File: config.mk
export PLATFORM = sky130hd
export DESIGN_NAME = fifo_sync_param_flat
export DESIGN_NICKNAME = d
export VERILOG_FILES = /design/src/rtl/fifo_pkg.sv /design/src/rtl/fifo_sync_param_if.sv /design/src/rtl/fifo_mem.sv /design/src/rtl/fifo_sync_param.sv /design/src/flat_wrapper.sv
export SDC_FILE = /design/constraint.sdc
export NUM_CORES = 1
export LEC_CHECK = 0
export CAP_MARGIN = 20
export CORE_AREA = 2 2 115 117
export CTS_CLUSTER_DIAMETER = 150
export DETAILED_ROUTE_END_ITERATION = 16
export DIE_AREA = 0 0 117 119
export HOLD_SLACK_MARGIN = 0.05
export PLACE_DENSITY = 0.69
export SETUP_SLACK_MARGIN = 0.4
export SLEW_MARGIN = 40
export SYNTH_ARGS = -nofsm -noshare
export SYNTH_HDL_FRONTEND = slang
export SYNTH_SLANG_ARGS = --single-unit
File: constraint.sdc
create_clock -name clk -period 5.95 [get_ports clk]
set_input_delay 0.595 -clock clk [delete_from_list [all_inputs] [get_ports clk]]
set_output_delay 0.595 -clock clk [all_outputs]
set_load 0.02 [all_outputs]
File: src/rtl/fifo_pkg.sv
// Shared helpers for the parametrised synchronous FIFO: derived widths and
// the pointer wrap-increment that also works for non-power-of-two depths.
package fifo_pkg;

    // Bits needed to hold an occupancy value in the range 0..depth inclusive.
    function automatic int unsigned cnt_width(input int unsigned depth);
        return $clog2(depth + 1);
    endfunction

    // Bits needed to address depth entries; never less than one bit.
    function automatic int unsigned ptr_width(input int unsigned depth);
        int unsigned w;
        w = $clog2(depth);
        return (w < 1) ? 1 : w;
    endfunction

    // Advance a pointer by one and wrap from depth-1 back to zero. A plain
    // binary roll-over is only correct for power-of-two depths.
    function automatic int unsigned wrap_inc(input int unsigned ptr, input int unsigned depth);
        return (ptr >= depth - 1) ? 0 : ptr + 1;
    endfunction

endpackage

File: src/rtl/fifo_sync_param_if.sv
// Producer/consumer bus of the synchronous FIFO. The FIFO uses the slave
// modport; whoever drives writes, reads and flushes uses the master modport.
interface fifo_sync_param_if #(
    parameter int WIDTH = 16,
    parameter int CNT_W = 4
);
    logic             clear;
    logic [WIDTH-1:0] data_in;
    logic             wr_en;
    logic             rd_en;
    logic [WIDTH-1:0] data_out;
    logic             data_valid;
    logic             wr_ack;
    logic             overflow;
    logic             underflow;
    logic             full;
    logic             empty;
    logic             almostfull;
    logic             almostempty;
    logic [CNT_W-1:0] count;

    modport slave (
        input  clear, data_in, wr_en, rd_en,
        output data_out, data_valid, wr_ack, overflow, underflow,
               full, empty, almostfull, almostempty, count
    );

    modport master (
        output clear, data_in, wr_en, rd_en,
        input  data_out, data_valid, wr_ack, overflow, underflow,
               full, empty, almostfull, almostempty, count
    );
endinterface

File: src/rtl/fifo_mem.sv
// Storage array of the FIFO: one synchronous write port, one asynchronous
// read port. Contents are deliberately not reset; validity is tracked by
// the pointers and count in the controlling logic.
module fifo_mem #(
    parameter int WIDTH  = 16,
    parameter int DEPTH  = 8,
    parameter int ADDR_W = 3
) (
    input  logic              clk,
    input  logic              i_wrEn,
    input  logic [ADDR_W-1:0] i_wrAddr,
    input  logic [WIDTH-1:0]  i_wrData,
    input  logic [ADDR_W-1:0] i_rdAddr,
    output logic [WIDTH-1:0]  o_rdData
);

    logic [WIDTH-1:0] r_mem [DEPTH];

    // Store the incoming word at the write address on an accepted write.
    always_ff @(posedge clk) begin
        if (i_wrEn) begin
            r_mem[i_wrAddr] <= i_wrData;
        end
    end

    assign o_rdData = r_mem[i_rdAddr];

endmodule

File: src/rtl/fifo_sync_param.sv
// Parametrised single-clock FIFO with programmable almost-full/almost-empty
// thresholds, occupancy count, synchronous flush and an optional
// first-word-fall-through read mode.
module fifo_sync_param
    import fifo_pkg::*;
#(
    parameter int FIFO_WIDTH      = 16,
    parameter int FIFO_DEPTH      = 8,
    parameter int ALMOST_FULL_TH  = FIFO_DEPTH - 1,
    parameter int ALMOST_EMPTY_TH = 1,
    parameter int FWFT            = 0
) (
    input  logic                 clk,
    input  logic                 rst_n,
    fifo_sync_param_if.slave     bus
);

    localparam int CNT_W = int'(cnt_width(FIFO_DEPTH));
    localparam int PTR_W = int'(ptr_width(FIFO_DEPTH));

    // Reject nonsensical configurations while elaborating.
    if (FIFO_WIDTH < 1) begin : g_errWidth
        $error("fifo_sync_param: FIFO_WIDTH must be >= 1");
    end
    if (FIFO_DEPTH < 2) begin : g_errDepth
        $error("fifo_sync_param: FIFO_DEPTH must be >= 2");
    end
    if (ALMOST_FULL_TH < 1 || ALMOST_FULL_TH > FIFO_DEPTH) begin : g_errAfTh
        $error("fifo_sync_param: ALMOST_FULL_TH must be in 1..FIFO_DEPTH");
    end
    if (ALMOST_EMPTY_TH < 0 || ALMOST_EMPTY_TH > FIFO_DEPTH - 1) begin : g_errAeTh
        $error("fifo_sync_param: ALMOST_EMPTY_TH must be in 0..FIFO_DEPTH-1");
    end
    if (FWFT != 0 && FWFT != 1) begin : g_errFwft
        $error("fifo_sync_param: FWFT must be 0 or 1");
    end

    logic [PTR_W-1:0]      r_wrPtr;
    logic [PTR_W-1:0]      r_rdPtr;
    logic [CNT_W-1:0]      r_count;
    logic                  r_wrAck;
    logic                  r_overflow;
    logic                  r_underflow;

    logic [PTR_W-1:0]      w_wrPtrNext;
    logic [PTR_W-1:0]      w_rdPtrNext;
    logic                  w_full;
    logic                  w_empty;
    logic                  w_rdAccept;
    logic                  w_wrAccept;
    logic [FIFO_WIDTH-1:0] w_rdData;
    logic [FIFO_WIDTH-1:0] w_dataOut;
    logic                  w_dataValid;

    // Status flags are pure decodes of the registered occupancy, so they
    // change one cycle after the edge that moved the count.
    assign w_full  = (r_count == CNT_W'(FIFO_DEPTH));
    assign w_empty = (r_count == '0);

    // A flush overrides any read or write requested in the same cycle. A
    // write into a full FIFO still goes through when a read frees a slot on
    // the same edge; a read of an empty FIFO never bypasses a same-cycle write.
    assign w_rdAccept = bus.rd_en & ~w_empty & ~bus.clear;
    assign w_wrAccept = bus.wr_en & ~bus.clear & (~w_full | w_rdAccept);

    assign w_wrPtrNext = PTR_W'(wrap_inc(32'(r_wrPtr), FIFO_DEPTH));
    assign w_rdPtrNext = PTR_W'(wrap_inc(32'(r_rdPtr), FIFO_DEPTH));

    fifo_mem #(
        .WIDTH  (FIFO_WIDTH),
        .DEPTH  (FIFO_DEPTH),
        .ADDR_W (PTR_W)
    ) u_mem (
        .clk      (clk),
        .i_wrEn   (w_wrAccept),
        .i_wrAddr (r_wrPtr),
        .i_wrData (bus.data_in),
        .i_rdAddr (r_rdPtr),
        .o_rdData (w_rdData)
    );

    // Write pointer advances on each accepted write; flush rewinds it.
    always_ff @(posedge clk or negedge rst_n) begin
        if (!rst_n) begin
            r_wrPtr <= '0;
        end else if (bus.clear) begin
            r_wrPtr <= '0;
        end else if (w_wrAccept) begin
            r_wrPtr <= w_wrPtrNext;
        end
    end

    // Read pointer advances on each accepted read; flush rewinds it.
    always_ff @(posedge clk or negedge rst_n) begin
        if (!rst_n) begin
            r_rdPtr <= '0;
        end else if (bus.clear) begin
            r_rdPtr <= '0;
        end else if (w_rdAccept) begin
            r_rdPtr <= w_rdPtrNext;
        end
    end

    // Occupancy moves only when exactly one of read/write is accepted.
    always_ff @(posedge clk or negedge rst_n) begin
        if (!rst_n) begin
            r_count <= '0;
        end else if (bus.clear) begin
            r_count <= '0;
        end else begin
            case ({w_wrAccept, w_rdAccept})
                2'b10:   r_count <= r_count + CNT_W'(1);
                2'b01:   r_count <= r_count - CNT_W'(1);
                default: r_count <= r_count;
            endcase
        end
    end

    // One-cycle status pulses describing what happened to the previous
    // cycle's requests; a flush cycle reports nothing.
    always_ff @(posedge clk or negedge rst_n) begin
        if (!rst_n) begin
            r_wrAck     <= 1'b0;
            r_overflow  <= 1'b0;
            r_underflow <= 1'b0;
        end else if (bus.clear) begin
            r_wrAck     <= 1'b0;
            r_overflow  <= 1'b0;
            r_underflow <= 1'b0;
        end else begin
            r_wrAck     <= w_wrAccept;
            r_overflow  <= bus.wr_en & w_full & ~w_rdAccept;
            r_underflow <= bus.rd_en & w_empty;
        end
    end

    if (FWFT == 0) begin : g_stdRead
        logic [FIFO_WIDTH-1:0] r_dataOut;
        logic                  r_dataValid;

        // Registered read: the popped word appears one edge after rd_en and
        // is held until the next accepted read.
        always_ff @(posedge clk or negedge rst_n) begin
            if (!rst_n) begin
                r_dataOut   <= '0;
                r_dataValid <= 1'b0;
            end else if (bus.clear) begin
                r_dataValid <= 1'b0;
            end else begin
                r_dataValid <= w_rdAccept;
                if (w_rdAccept) begin
                    r_dataOut <= w_rdData;
                end
            end
        end

        assign w_dataOut   = r_dataOut;
        assign w_dataValid = r_dataValid;
    end else begin : g_fwftRead
        // Head of the queue is always on display; rd_en just acknowledges it.
        assign w_dataOut   = w_rdData;
        assign w_dataValid = ~w_empty;
    end

    assign bus.data_out    = w_dataOut;
    assign bus.data_valid  = w_dataValid;
    assign bus.wr_ack      = r_wrAck;
    assign bus.overflow    = r_overflow;
    assign bus.underflow   = r_underflow;
    assign bus.full        = w_full;
    assign bus.empty       = w_empty;
    assign bus.almostfull  = (r_count >= CNT_W'(ALMOST_FULL_TH));
    assign bus.almostempty = (r_count <= CNT_W'(ALMOST_EMPTY_TH));
    assign bus.count       = r_count;

endmodule

File: src/flat_wrapper.sv
// flat-port wrapper written by rule: the top's interface ports become plain ports
module fifo_sync_param_flat import fifo_pkg::*;
#(
    parameter int FIFO_WIDTH      = 16,
    parameter int FIFO_DEPTH      = 8,
    parameter int ALMOST_FULL_TH  = FIFO_DEPTH - 1,
    parameter int ALMOST_EMPTY_TH = 1,
    parameter int FWFT            = 0
)
  (clk, rst_n, bus_clear, bus_data_in, bus_wr_en, bus_rd_en, bus_data_out, bus_data_valid, bus_wr_ack, bus_overflow, bus_underflow, bus_full, bus_empty, bus_almostfull, bus_almostempty, bus_count);
  fifo_sync_param_if #(.WIDTH(16), .CNT_W(4)) bus_i ();
  input  logic clk;
  input  logic rst_n;
  input wire logic [$bits(bus_i.clear)-1:0] bus_clear;
  input wire logic [$bits(bus_i.data_in)-1:0] bus_data_in;
  input wire logic [$bits(bus_i.wr_en)-1:0] bus_wr_en;
  input wire logic [$bits(bus_i.rd_en)-1:0] bus_rd_en;
  output wire logic [$bits(bus_i.data_out)-1:0] bus_data_out;
  output wire logic [$bits(bus_i.data_valid)-1:0] bus_data_valid;
  output wire logic [$bits(bus_i.wr_ack)-1:0] bus_wr_ack;
  output wire logic [$bits(bus_i.overflow)-1:0] bus_overflow;
  output wire logic [$bits(bus_i.underflow)-1:0] bus_underflow;
  output wire logic [$bits(bus_i.full)-1:0] bus_full;
  output wire logic [$bits(bus_i.empty)-1:0] bus_empty;
  output wire logic [$bits(bus_i.almostfull)-1:0] bus_almostfull;
  output wire logic [$bits(bus_i.almostempty)-1:0] bus_almostempty;
  output wire logic [$bits(bus_i.count)-1:0] bus_count;
  assign bus_i.clear = bus_clear;
  assign bus_i.data_in = bus_data_in;
  assign bus_i.wr_en = bus_wr_en;
  assign bus_i.rd_en = bus_rd_en;
  assign bus_data_out = bus_i.data_out;
  assign bus_data_valid = bus_i.data_valid;
  assign bus_wr_ack = bus_i.wr_ack;
  assign bus_overflow = bus_i.overflow;
  assign bus_underflow = bus_i.underflow;
  assign bus_full = bus_i.full;
  assign bus_empty = bus_i.empty;
  assign bus_almostfull = bus_i.almostfull;
  assign bus_almostempty = bus_i.almostempty;
  assign bus_count = bus_i.count;
  fifo_sync_param #(.FIFO_WIDTH(FIFO_WIDTH), .FIFO_DEPTH(FIFO_DEPTH), .ALMOST_FULL_TH(ALMOST_FULL_TH), .ALMOST_EMPTY_TH(ALMOST_EMPTY_TH), .FWFT(FWFT)) u_core (.clk(clk), .rst_n(rst_n), .bus(bus_i));
endmodule
==> results of run 1 <==
[flip-flops by register name, summed over array words and instances (netlist names)]
name / cells
u_core.bus.data_valid: 1
u_core.u_mem.r_mem: 128
u_core.r_rdPtr: 3
u_core.r_wrPtr: 3
u_core.bus.overflow: 1
u_core.bus.wr_ack: 1
u_core.bus.data_out: 16
u_core.bus.underflow: 1
u_core.bus.count: 4
[per-layer routing]
| layer | track usage, % | vias to the layer above |
|---|---|---|
| met1 | 21.8 | 1630 |
| met5 | 0 | - |
| met2 | 32.6 | 82 |
| li1 | - | 1436 |
| met4 | 7.06 | 0 |
| met3 | 4.63 | 10 |
[power breakdown]
part	total [mW]	internal (mW)	switching (mW)
clock	1.02	0.611	0.407
sequential	1.37	1.29	0.0829
combinational	0.753	0.371	0.382
total	3.15	2.27	0.872
[cells in the final DEF, fill, tap and decap left out, drive strengths merged, types with 3 or more instances in the layout]
master         synthesis  routed
dfrtp                 30      30
nand3                  4       4
nor3b                  3       3
nand2b                 7       7
buf                    8      11
ha                     8       8
clkbuf                 9      19
mux2i                 18      18
inv                    4       5
clkinv                 0       7
edfxtp               128     128
clkinvlp               0       3
nor3                   6       6
mux4                  32      32
nand2                  8       8
clkdlybuf4s50          0      48
a21oi                 19      19
o21ai                  4       4
nor2                  26      26
[final timing paths]
path | to | depth (start not counted) | slack (ps)
max | bus_empty | 5 | 2950
min | u_core.bus.data_out[3] | 2 | 520
max reg2reg | u_core.u_mem.r_mem[4][1] | 7 | 3550
min reg2reg | u_core.bus.data_out[3] | 2 | 520
max in group asynchronous | u_core.r_rdPtr[2] | 2 | 5020
min in group asynchronous | u_core.bus.data_out[1] | 2 | 590
[through the flow]
step	utilization, %	area, um2
after global routing	58.4	7510
final	58.4	7510
after detailed placement	54.0	6960
after global placement	54.0	6960
after floorplan	-	6240
after CTS	58.4	7510
[kinds of logic after synthesis]
family,Yosys count
compound gates,34
xor+xnor,2
fa+ha+maj,8
buf+inv,21
flops,158
mux,50
simple gates,60
[tightest hold or removal path: stages, from the launching register on]
cell,delay [ps]
sky130_fd_sc_hd__dfrtp_1,340
sky130_fd_sc_hd__nor2_1,50
sky130_fd_sc_hd__a21oi_1,100
[area by class of cell]
cell class / instances / area (um2)
clock buffer: 19 / 433
inverter: 4 / 15.0
tap: 176 / 220
multi-input combinational: 154 / 1560
sequential: 158 / 4600
timing repair buffer: 59 / 563
fill: 989 / 5360
clock inverter: 13 / 125
==> results summary, run 1 <==
The run finished with clean final reports. Among the stages of the critical path, the cell type that occurs most often is sky130_fd_sc_hd__inv_1. The power per standard cell area came out at 419 mW/mm2. The critical path starts at u_core.bus.count[0].

The count of nets left with antenna violations once routing finished came out at 0. The CTS sink count came out at 158. The total of flip-flops plus latches after synthesis is 158. Setup repair after global routing left no endpoint under its margin. The clock transition at the registers of the reported paths is 60 ps. The worst hold slack came out at 522 ps.

The sum of met2 wire segment lengths after detailed routing came out at 6430 um. After global routing the overflow that remains totals 0. The worst IR drop on VDD is 0.000286 V. From bottom edge to top edge, the die measures 119 um. The total number of vias is 3158. The count of maximum capacitance violations came out at 0. The deepest level of the CTS H-tree is 4. The proportion of synthesized area in mux cells came out at 14.4%. Sorting the synthesized cells by how often they occur yields 128 x sky130_fd_sc_hd__edfxtp_1, 32 x sky130_fd_sc_hd__mux4_2, 30 x sky130_fd_sc_hd__dfrtp_1. Dividing the detail-routed via count by the number of cells gives 5.42. The cell count after synthesis is 333. CTS placed an instance of sky130_fd_sc_hd__clkbuf_16 at the clock tree root.

The sum of routed wire segments on met1 is 4620 um. The total length of routed wires is 11700 um. The netlist area before placement came out at 0.00624 mm2. The global-route wire length before repair came out at 18400 um. The final-stage net count is 423. The number of global-route vias before repair came out at 3302. Entering global routing, the biggest net connects 36 pins. The main combinational cell family by area after synthesis is multiplexers. Sorting the synthesized cells by area gives the leading types as sky130_fd_sc_hd__edfxtp_1 62%, sky130_fd_sc_hd__dfrtp_1 12%, sky130_fd_sc_hd__mux4_2 12%. The share of the clock period used by the worst path after layout came out at 50.5%. The final count of pins violating max slew is 0. The slew at the pin closest to its max-slew limit came out at 827 ps. The path class of the lowest-slack min-delay path is reg -> reg. The count of different cell masters after synthesis came out at 37. The most used flip-flop cell after synthesis is sky130_fd_sc_hd__edfxtp_1. The number of antenna diodes in the final layout is 0. The number of design-rule violations left by the first detailed-router iteration came out at 156. The start-to-end type of the worst setup path is reg -> out. The wire-length estimate of the detail-placed layout is 7280 um. The fraction of the mapped netlist area in compound gates is 3.67%. The startpoint of the lowest-slack register-to-register path is u_core.bus.count[0]. The most common cell in the synthesized netlist is sky130_fd_sc_hd__edfxtp_1. The post-CTS setup buffer count came out at 0. The final setup violation count came out at 0. The boundary pin count is 49. The fraction of final layout cells with drive strength greater than 1 came out at 20.1%. In the final timing run, aggregate negative setup slack is 0 ps. The finished layout holds 583 standard cells, fillers aside. In this run the tightest slew margin relative to its limit is 44.8%. The source-to-sink clock delay at the later pin of the worst-skew pair came out at 420 ps. Broken down by cell family, the worst path's largest delay share belongs to buffers and inverters. The final critical path time including I/O delays and setup came out at 3000 ps. The nature of the critical path endpoint is a primary output. The startpoint type of the worst setup path is a flop. Once the clock tree was built, the resizer swapped 0 gates to a different size. The hold violation total from the final report came out at 0. The floorplan die area is 0.0139 mm2. The launch instance of the worst min-delay path is u_core.bus.data_out[3]. Overall power consumption after layout is estimated at 3.15 mW. The total of hold buffers inserted after clock tree synthesis is 0. For this run, the slowest stage of the critical path takes 620 ps. The number of rows created at floorplan came out at 42. After detailed routing, the number of remaining DRC violations is 0.

The top layer used by detailed routing is met4. Counting the buffers created by CTS gives 17. In the synthesized netlist the async set-or-reset flop fraction comes to 19.0%. The data arrival time of the worst path is 2410 ps. The worst path setup slack after routing came out at 2950 ps. After detailed routing, the average wire length per cell comes to 20.1 um. The amount of wire on met3 after detailed routing came out at 541 um. The number of enable-type register cells in the synthesized netlist came out at 128. The CTS tree is built. Of the synthesized area, sequential elements account for 73.6%.

Walking the worst path, the cells encountered are inv_1, ha_1, or3b_4, inv_1, clkdlybuf4s50_1. The last weighted congestion value of the routability-driven placer is 0.780. After Yosys synthesis, and, or, nand and nor cells account for 4.75% of the synthesized area.

The post-route clock skew came out at 9.28 ps. Global routing consumed, over all layers together, 18.6% of the routing resources. The critical path contains buffers and inverters numbering 3 combined. The biggest area contributor in the post-synthesis netlist is sky130_fd_sc_hd__edfxtp_1. The length of the first detailed-routing pass in iterations is 4. The worst slack at placement came out at 2970 ps.

The arithmetic-cell share of the synthesized area counting full adders, half adders and majority gates is 1.60%. The initial utilization of the core area, before any placement, comes to 48.5%. The core box area is 0.0129 mm2. Summed over all cells, the static leakage comes to 2.50 nW.

The initial antenna violation count came out at 0. The die extent in x came out at 117 um. The maximum clock insertion buffer count came out at 2. The xor and xnor area share after synthesis is 0.281%. The number of instances in the placed design came out at 551. The average instance area after synthesis is 18.7 um2. For the worst setup path, the data required time is 5360 ps. The synthesized design devotes to its leading area cell type 61.6% of total area.

The maximum clock frequency came out at 333 MHz. The critical-path maximum fanout came out at 9. The synthesized net count came out at 362. For this run, the number of Yosys warnings is 0. The port buffer count is 48. On the critical path, the stage with the largest delay is an instance of sky130_fd_sc_hd__clkdlybuf4s50_1. The growth of design area from synthesis to finish is 20.5%.
No activity file was read; power rests on OpenSTA's default activity.
==> run 2: changes to the inputs <==
- PLACE_DENSITY: 0.69 -> 0.72
- clock period: 5.95 -> 2.6 ns (I/O delays scaled with it)
==> run 2 against run 1 <==
Utilization increased by 1.6 points. Design area rose by 2.8%. Count of clock-buffer cells in the layout stayed put. Sequential share of layout area fell by 1.7 points. Global-route usage grew 0.053 points. Critical endpoint unchanged. Worst setup slack got worse by 2500 ps.
==> results summary, run 2 (same netlist as run 1, synthesis figures left out) <==
The CTS sink count is 158 (unchanged). The min-delay analysis places its worst path in the category in -> async. The fraction of met3 tracks used by global routing came to 4.89% (+0.25 points).

The final-stage net count is 433 (+2.4%). The footprint of the multi-input gates came out at 0.00166 mm2 (+6.1%). The total area of sequential cells came out at 0.00460 mm2 (unchanged). The slew at the pin closest to its max-slew limit is 633 ps (-194 ps). The number of rows created at floorplan came out at 42 (unchanged). The core box area was 0.0129 mm2 (unchanged). The final setup violation count came out at 0 (unchanged). The setup path with the least slack is of type reg -> out. The number of flip-flops under the largest register name was 128 (unchanged).

The worst IR drop on VDD is 0.000605 V (+110%). The met2 usage in global routing is 30.0% (-2.6 points). The total chip power came out at 7.22 mW (+130%).

The number of antenna diodes came to 0 (unchanged). The maximum clock insertion buffer count is 2 (unchanged). The power per standard cell area is 935 mW/mm2 (+120%). The post-route clock skew was 12.4 ps (+3.16 ps). The total negative slack is 0 ps (unchanged). The hold violation total from the final report came out at 0 (unchanged). The length of the first detailed-routing pass in iterations was 4 (unchanged).

The global-route wire length before repair was 18600 um (+1.2%). The last weighted congestion value of the routability-driven placer is 0.740 (-5.1%). The count of maximum capacitance violations was 0 (unchanged).

The maximum number of pins on one net before global-route repair is 36 (unchanged). The total track usage came out at 18.6% (+0.053 points). The number of fillers in the final layout came out at 942 (-4.8%). The floorplan die area came out at 0.0139 mm2 (unchanged). The growth of design area from synthesis to finish is 23.8%.

The routed length per instance came out at 19.6 um (-2.5%). The register name with the most flops is u_core.u_mem.r_mem. The final count of pins violating max slew is 0 (unchanged). The worst max-slew margin expressed relative to the limit is 57.6% (+13 points). The clock transition at the registers of the reported paths was 60 ps (about the same). The final critical path time including I/O delays and setup came out at 2120 ps. The number of design-rule violations left by the first detailed-router iteration is 176 (+13%). The run finished with clean final reports.

The deepest level of the CTS H-tree is 4 (unchanged). The number of global-route vias before repair is 3452 (+4.5%). The vertical die dimension is 119 um (unchanged).

The met1 routing resource usage after global routing came out at 24.1% (+2.3 points). The total half-perimeter wirelength after legalization and detailed placement is 7160 um (-1.6%). The post-detailed-route count of antenna-violating nets is 0 (unchanged). The core occupancy in the finished layout came out at 60.0% (+1.6 points). The die extent in x came out at 117 um (unchanged). The top cell types in the final layout, fill and taps aside, are 128 x sky130_fd_sc_hd__edfxtp_1, 45 x sky130_fd_sc_hd__clkdlybuf4s50_1, 32 x sky130_fd_sc_hd__mux4_2. The worst setup path is captured at a primary output. The startpoint type of the worst setup path is a flop. The initial antenna violation count was 0 (unchanged). The boundary pin count is 49 (unchanged). The data arrival time of the worst path came out at 1860 ps (-550 ps). The effective utilization at floorplan is 48.5% (unchanged).

The share of the clock period used by the worst path after layout is 81.4%. The total length of routed wires is 11600 um (-0.78%). The data required time at the worst endpoint was 2340 ps (-3020 ps). The maximum clock frequency came out at 473 MHz. The leakage component of the power came out at 2.57 nW (+2.7%). The remaining global-route overflow came out at 0 (unchanged).

The final routed DRC violation total came to 0 (unchanged). The global routing stage identified its most utilized layer as met2. The total of hold buffers inserted after clock tree synthesis is 0 (unchanged). The fraction of final layout cells with drive strength greater than 1 came out at 24.5% (+4.3 points). The tree is rooted in a sky130_fd_sc_hd__clkbuf_16. The total number of vias came out at 3245 (+2.8%). Setup repair after global routing could not meet its margin everywhere.

The library cell used most frequently in the layout, excluding fill and tap cells, is sky130_fd_sc_hd__edfxtp_1. The source-to-sink clock delay at the later pin of the worst-skew pair is 420 ps (about the same). The port buffer count is 48 (unchanged). The number of buffers inserted during clock tree synthesis was 17 (unchanged).

The routed via count divided by cell count is 5.47 (+1.0%). The CTS tree is built. The critical-path maximum fanout came to 9 (unchanged).
==> run 2: layout make-up <==
class | count | share of cell area [%]
clock inverter | 13 | 1.60
multi-input combinational | 154 | 21.4
sequential | 158 | 59.5
timing repair buffer | 69 | 8.81
clock buffer | 19 | 5.60
inverter | 4 | 0.194
tap | 176 | 2.85
==> run 2: worst paths after layout <==
path / start / end / slack, ps / depth (start not counted)
min in group clk: u_core.bus.data_out[0] / u_core.bus.data_out[0] / 520 / 2
worst max-delay path: u_core.bus.count[0] / bus_empty / 480 / 5
worst max register to register: u_core.bus.count[0] / u_core.u_mem.r_mem[0][12] / 520 / 8
max in group asynchronous: rst_n / u_core.bus.data_out[2] / 1750 / 2
worst min register to register: u_core.bus.data_out[0] / u_core.bus.data_out[0] / 520 / 2
worst min-delay path: rst_n / u_core.r_rdPtr[1] / 240 / 1
==> run 2: metrics by stage <==
stage | instances | cell area, um2 | hold WS (ps) | setup slack (ps)
floorplan | 333 | 6350 | -35.6 | 399
global placement | 559 | 7150 | 514 | 362
detailed placement | 559 | 7150 | 518 | 260
CTS | 591 | 7700 | 234 | 300
global route | 593 | 7730 | 270 | 380
finish | 593 | 7730 | 238 | 485
==> run 2: worst max-delay path, stage by stage, from the launching register on <==
cell,delay [ps]
sky130_fd_sc_hd__dfrtp_2,470
sky130_fd_sc_hd__inv_2,100
sky130_fd_sc_hd__ha_4,130
sky130_fd_sc_hd__or3b_4,430
sky130_fd_sc_hd__inv_1,130
sky130_fd_sc_hd__clkbuf_2,190
==> run 2: repair_timing <==
| action | 4_1_cts | 5_1_grt |
|---|---|---|
| setup buffers | 0 | 2 |
| resized for setup | 3 | 2 |
| pin swaps | 0 | 1 |
| setup endpoints to repair | 3 | 40 |
==> run 2: power by group <==
part           switching, mW  leakage [nW]  internal, mW
Clock                  0.925         0.259          1.39
Sequential             0.150          1.52          2.96
Combinational          0.925         0.799         0.868
==> run 2: layer usage <==
metal | share of wire [%] | vias to the layer above
met5 | 0 | -
met4 | 1.8 | 0
met3 | 3.9 | 18
met2 | 52 | 80
met1 | 43 | 1687
li1 | - | 1460
==> run 3: changes to the inputs <==
- clock period: 2.6 -> 1.7 ns (I/O delays scaled with it)
==> run 3 against run 2 <==
The run now ends with setup timing left. Sequential share of layout area is 4.9 points lower. Final cell count is 6.9% higher. Sequential cell count stayed put. Count of clock-buffer cells in the layout is 6 higher. Combinational power is 100% higher. Hold slack worse by 35 ps. First-iteration DRC count is 68% higher. Worst setup slack worse by 710 ps. Utilization is 5.4 points higher. Via count is 4.2% higher. Power is 72% higher. Critical endpoint is now u_core.u_mem.r_mem[0][12]. Largest power group unchanged. Highest routed layer unchanged.
==> results summary, run 3 (same netlist as run 1, synthesis figures left out) <==
The flow ran to the end, but the final reports show violations. The checks that failed: setup timing. The remaining global-route overflow is 0 (unchanged). The initial antenna violation count is 0 (unchanged).

The critical path starts at u_core.bus.count[0]. The total negative slack came to -19890 ps (-19890 ps). The largest stage delay on the critical path came out at 370 ps (-100 ps).

The buffers plus inverters on the worst setup path was 3 (unchanged). The number of flip-flops under the largest register name is 128 (unchanged). The total stage count of the critical path is 8 (+3).

The final routed DRC violation total came out at 0 (unchanged). For this run, the top clock speed supported by timing is 519 MHz. The final count of pins violating max slew came out at 0 (unchanged). In the layout the commonest cells are 128 x sky130_fd_sc_hd__edfxtp_1, 32 x sky130_fd_sc_hd__mux4_2, 30 x sky130_fd_sc_hd__buf_6.

The final setup violation count came out at 152 (+152). The footprint of the multi-input gates came out at 0.00180 mm2 (+8.5%). The last weighted congestion value of the routability-driven placer is 0.789 (+6.7%). The effective utilization at floorplan came out at 48.5% (unchanged). The most frequent standard cell in the layout excluding fill and tap cells is sky130_fd_sc_hd__edfxtp_1. The internal power component came out at 9.06 mW (+73%). The path class of the lowest-slack min-delay path is in -> async. The global-route wire length before repair came out at 19700 um (+5.9%).

The source-to-sink clock delay at the later pin of the worst-skew pair is 420 ps (about the same). The worst IR drop on VDD is 0.000671 V (+11%). The proportion of power drawn by flip-flops and latches was 38.2% (-4.8 points).

The number of global-route vias before repair is 3532 (+2.3%). The number of standard cells in the final layout excluding fillers is 634 (+6.9%). The worst slack at placement is -308 ps (-568 ps). The routed length per instance came out at 20.2 um (+3.2%).

In this design, the largest share of critical-path delay is due to simple AND/OR/NAND/NOR gates. The met1 routing resource usage after global routing is 27.9% (+3.8 points). The port buffer count is 48 (unchanged). The nature of the critical path endpoint is a flop.

The worst max-slew margin expressed relative to the limit is 63.4% (+5.7 points). The start-to-end type of the worst setup path is reg -> reg. The post-route clock skew came out at 8.67 ps (-3.77 ps). The length of the first detailed-routing pass in iterations is 5 (+1). The data arrival time of the worst path came out at 2060 ps (+200 ps).

The layer with the highest usage after global routing is met2. The tree is rooted in a sky130_fd_sc_hd__clkbuf_16. Walking the worst path, the cells encountered are inv_2, ha_4, and2b_2, a31oi_4, buf_12, nand2b_4, nor3_4, buf_6. The power per standard cell area came out at 1480 mW/mm2 (+58%). The number of rows created at floorplan is 42 (unchanged). The proportion of power drawn by combinational gates is 29.0% (+4.2 points).

The growth of design area from synthesis to finish is 35.0%. The final-stage net count came out at 474 (+9.5%). The startpoint identified for the worst register-to-register timing path is u_core.bus.count[0]. The clock transition at the registers of the reported paths is 60 ps (about the same).

The number of antenna diodes came to 0 (unchanged). The core box area is 0.0129 mm2 (unchanged). The total length of routed wires came out at 12800 um (+10%).

The floorplan die area is 0.0139 mm2 (unchanged). The hold violation total from the final report is 0 (unchanged). The leakage component of the power is 2.92 nW (+13%). The data required time at the worst endpoint was 1830 ps (-510 ps). The die extent in x came to 117 um (unchanged). The maximum clock insertion buffer count is 2 (unchanged). Setup repair after global routing could not meet its margin everywhere. The number of design-rule violations left by the first detailed-router iteration came out at 296 (+68%). The share of power burned in the clock network is 32.8% (+0.7 points). The fraction of final layout cells with drive strength greater than 1 is 41.3% (+17 points). The worst path setup slack after routing came out at -228 ps (-713 ps).

The total number of vias is 3380 (+4.2%). The net switching power is 3.39 mW (+69%). The count of maximum capacitance violations is 0 (unchanged). The fraction of met3 tracks used by global routing came out at 4.27% (-0.61 points).

TritonCTS built the clock tree. The number of buffers inserted during clock tree synthesis came to 17 (unchanged). The core occupancy in the finished layout is 65.4% (+5.4 points). The final critical path time including I/O delays and setup is 1930 ps. The CTS sink count is 158 (unchanged). The total half-perimeter wirelength after legalization and detailed placement came to 7750 um (+8.3%). The maximum number of pins on one net before global-route repair came out at 34 (-5.6%).

The vertical die dimension is 119 um (unchanged). STA classifies the critical path startpoint as a flop. The number of fillers in the final layout was 850 (-9.8%).

The slew at the pin closest to its max-slew limit was 550 ps (-83.7 ps). The deepest level of the CTS H-tree came to 4 (unchanged). The boundary pin count came out at 49 (unchanged). The routed via count divided by cell count came out at 5.33 (-2.6%). The total track usage is 19.6% (+0.92 points).

The logic depth of the worst register-to-register path is 8 (unchanged). The total area of sequential cells came out at 0.00460 mm2 (about the same). The slowest stage of the critical path belongs to the cell sky130_fd_sc_hd__dfrtp_2. The share of the clock period used by the worst path after layout came out at 113%.

The register name with the most flops is u_core.u_mem.r_mem. The number of instances in the placed design is 585 (+4.7%). The critical-path maximum fanout came to 8 (-1). The switching portion of total power is 27.2% (-0.48 points).

The post-detailed-route count of antenna-violating nets is 0 (unchanged). The met2 usage in global routing came to 30.3% (+0.29 points).
## run 3: power groups by stage
stage / clock network (mW) / registers (mW) / logic [mW]
floorplan: 0 / 5.06 / 1.69
global placement: 0 / 4.78 / 3.14
detailed placement: 0 / 4.80 / 3.21
CTS: 4.14 / 4.74 / 3.35
global route: 4.29 / 4.79 / 3.87
finish: 4.09 / 4.76 / 3.60
## run 3: final cells by class
cell class,instances,area share (%)
clock buffers,25,5.65
clock inverters,7,1.90
flip-flops and latches,158,54.6
inverters,4,0.223
repair buffers,110,13.7
multi-input cells,154,21.3
well taps,176,2.62
## run 3: worst paths after layout
kind	end	slack (ps)
hold reg to reg	u_core.bus.data_out[10]	530
setup / recovery	u_core.u_mem.r_mem[0][12]	-230
max in group asynchronous	u_core.bus.count[1]	960
setup reg to reg	u_core.u_mem.r_mem[0][12]	-230
min in group clk	u_core.bus.overflow	460
hold / removal	u_core.bus.overflow	200
## run 3: worst register-to-register path: cells and delay by family, from the launching register on
family          cells  cell delay [ps]
simple gates        3              580
flops               1              370
buf+inv             3              370
fa+ha+maj           1              160
compound gates      1              160
## run 3: per-layer routing
layer  wire (um)  up-vias  part of all wire (%)
met2        6470       98                    50
met4         195        0                   1.5
li1            -     1544                     -
met1        5560     1717                    43
met3         612       21                   4.8
met5           0        -                     0
## run 3: stage by stage
step | total power [mW] | cell area (um2) | hold slack [ps]
after global placement | 7.92 | 7460 | 87.1
after floorplan | 6.75 | 6420 | -126
after detailed placement | 8.01 | 7460 | 93.3
after CTS | 12.2 | 8280 | 199
after global routing | 13.0 | 8420 | 232
final | 12.4 | 8420 | 203
## run 3: repair_timing
action                                  CTS  global route
gates resized for setup                 113            34
buffers inserted                          5            11
endpoints found under the setup margin  186           176
pin swaps                                 9             9
gates cloned                              0             0
endpoints found under the hold margin    30             0
hold buffers                              1             0
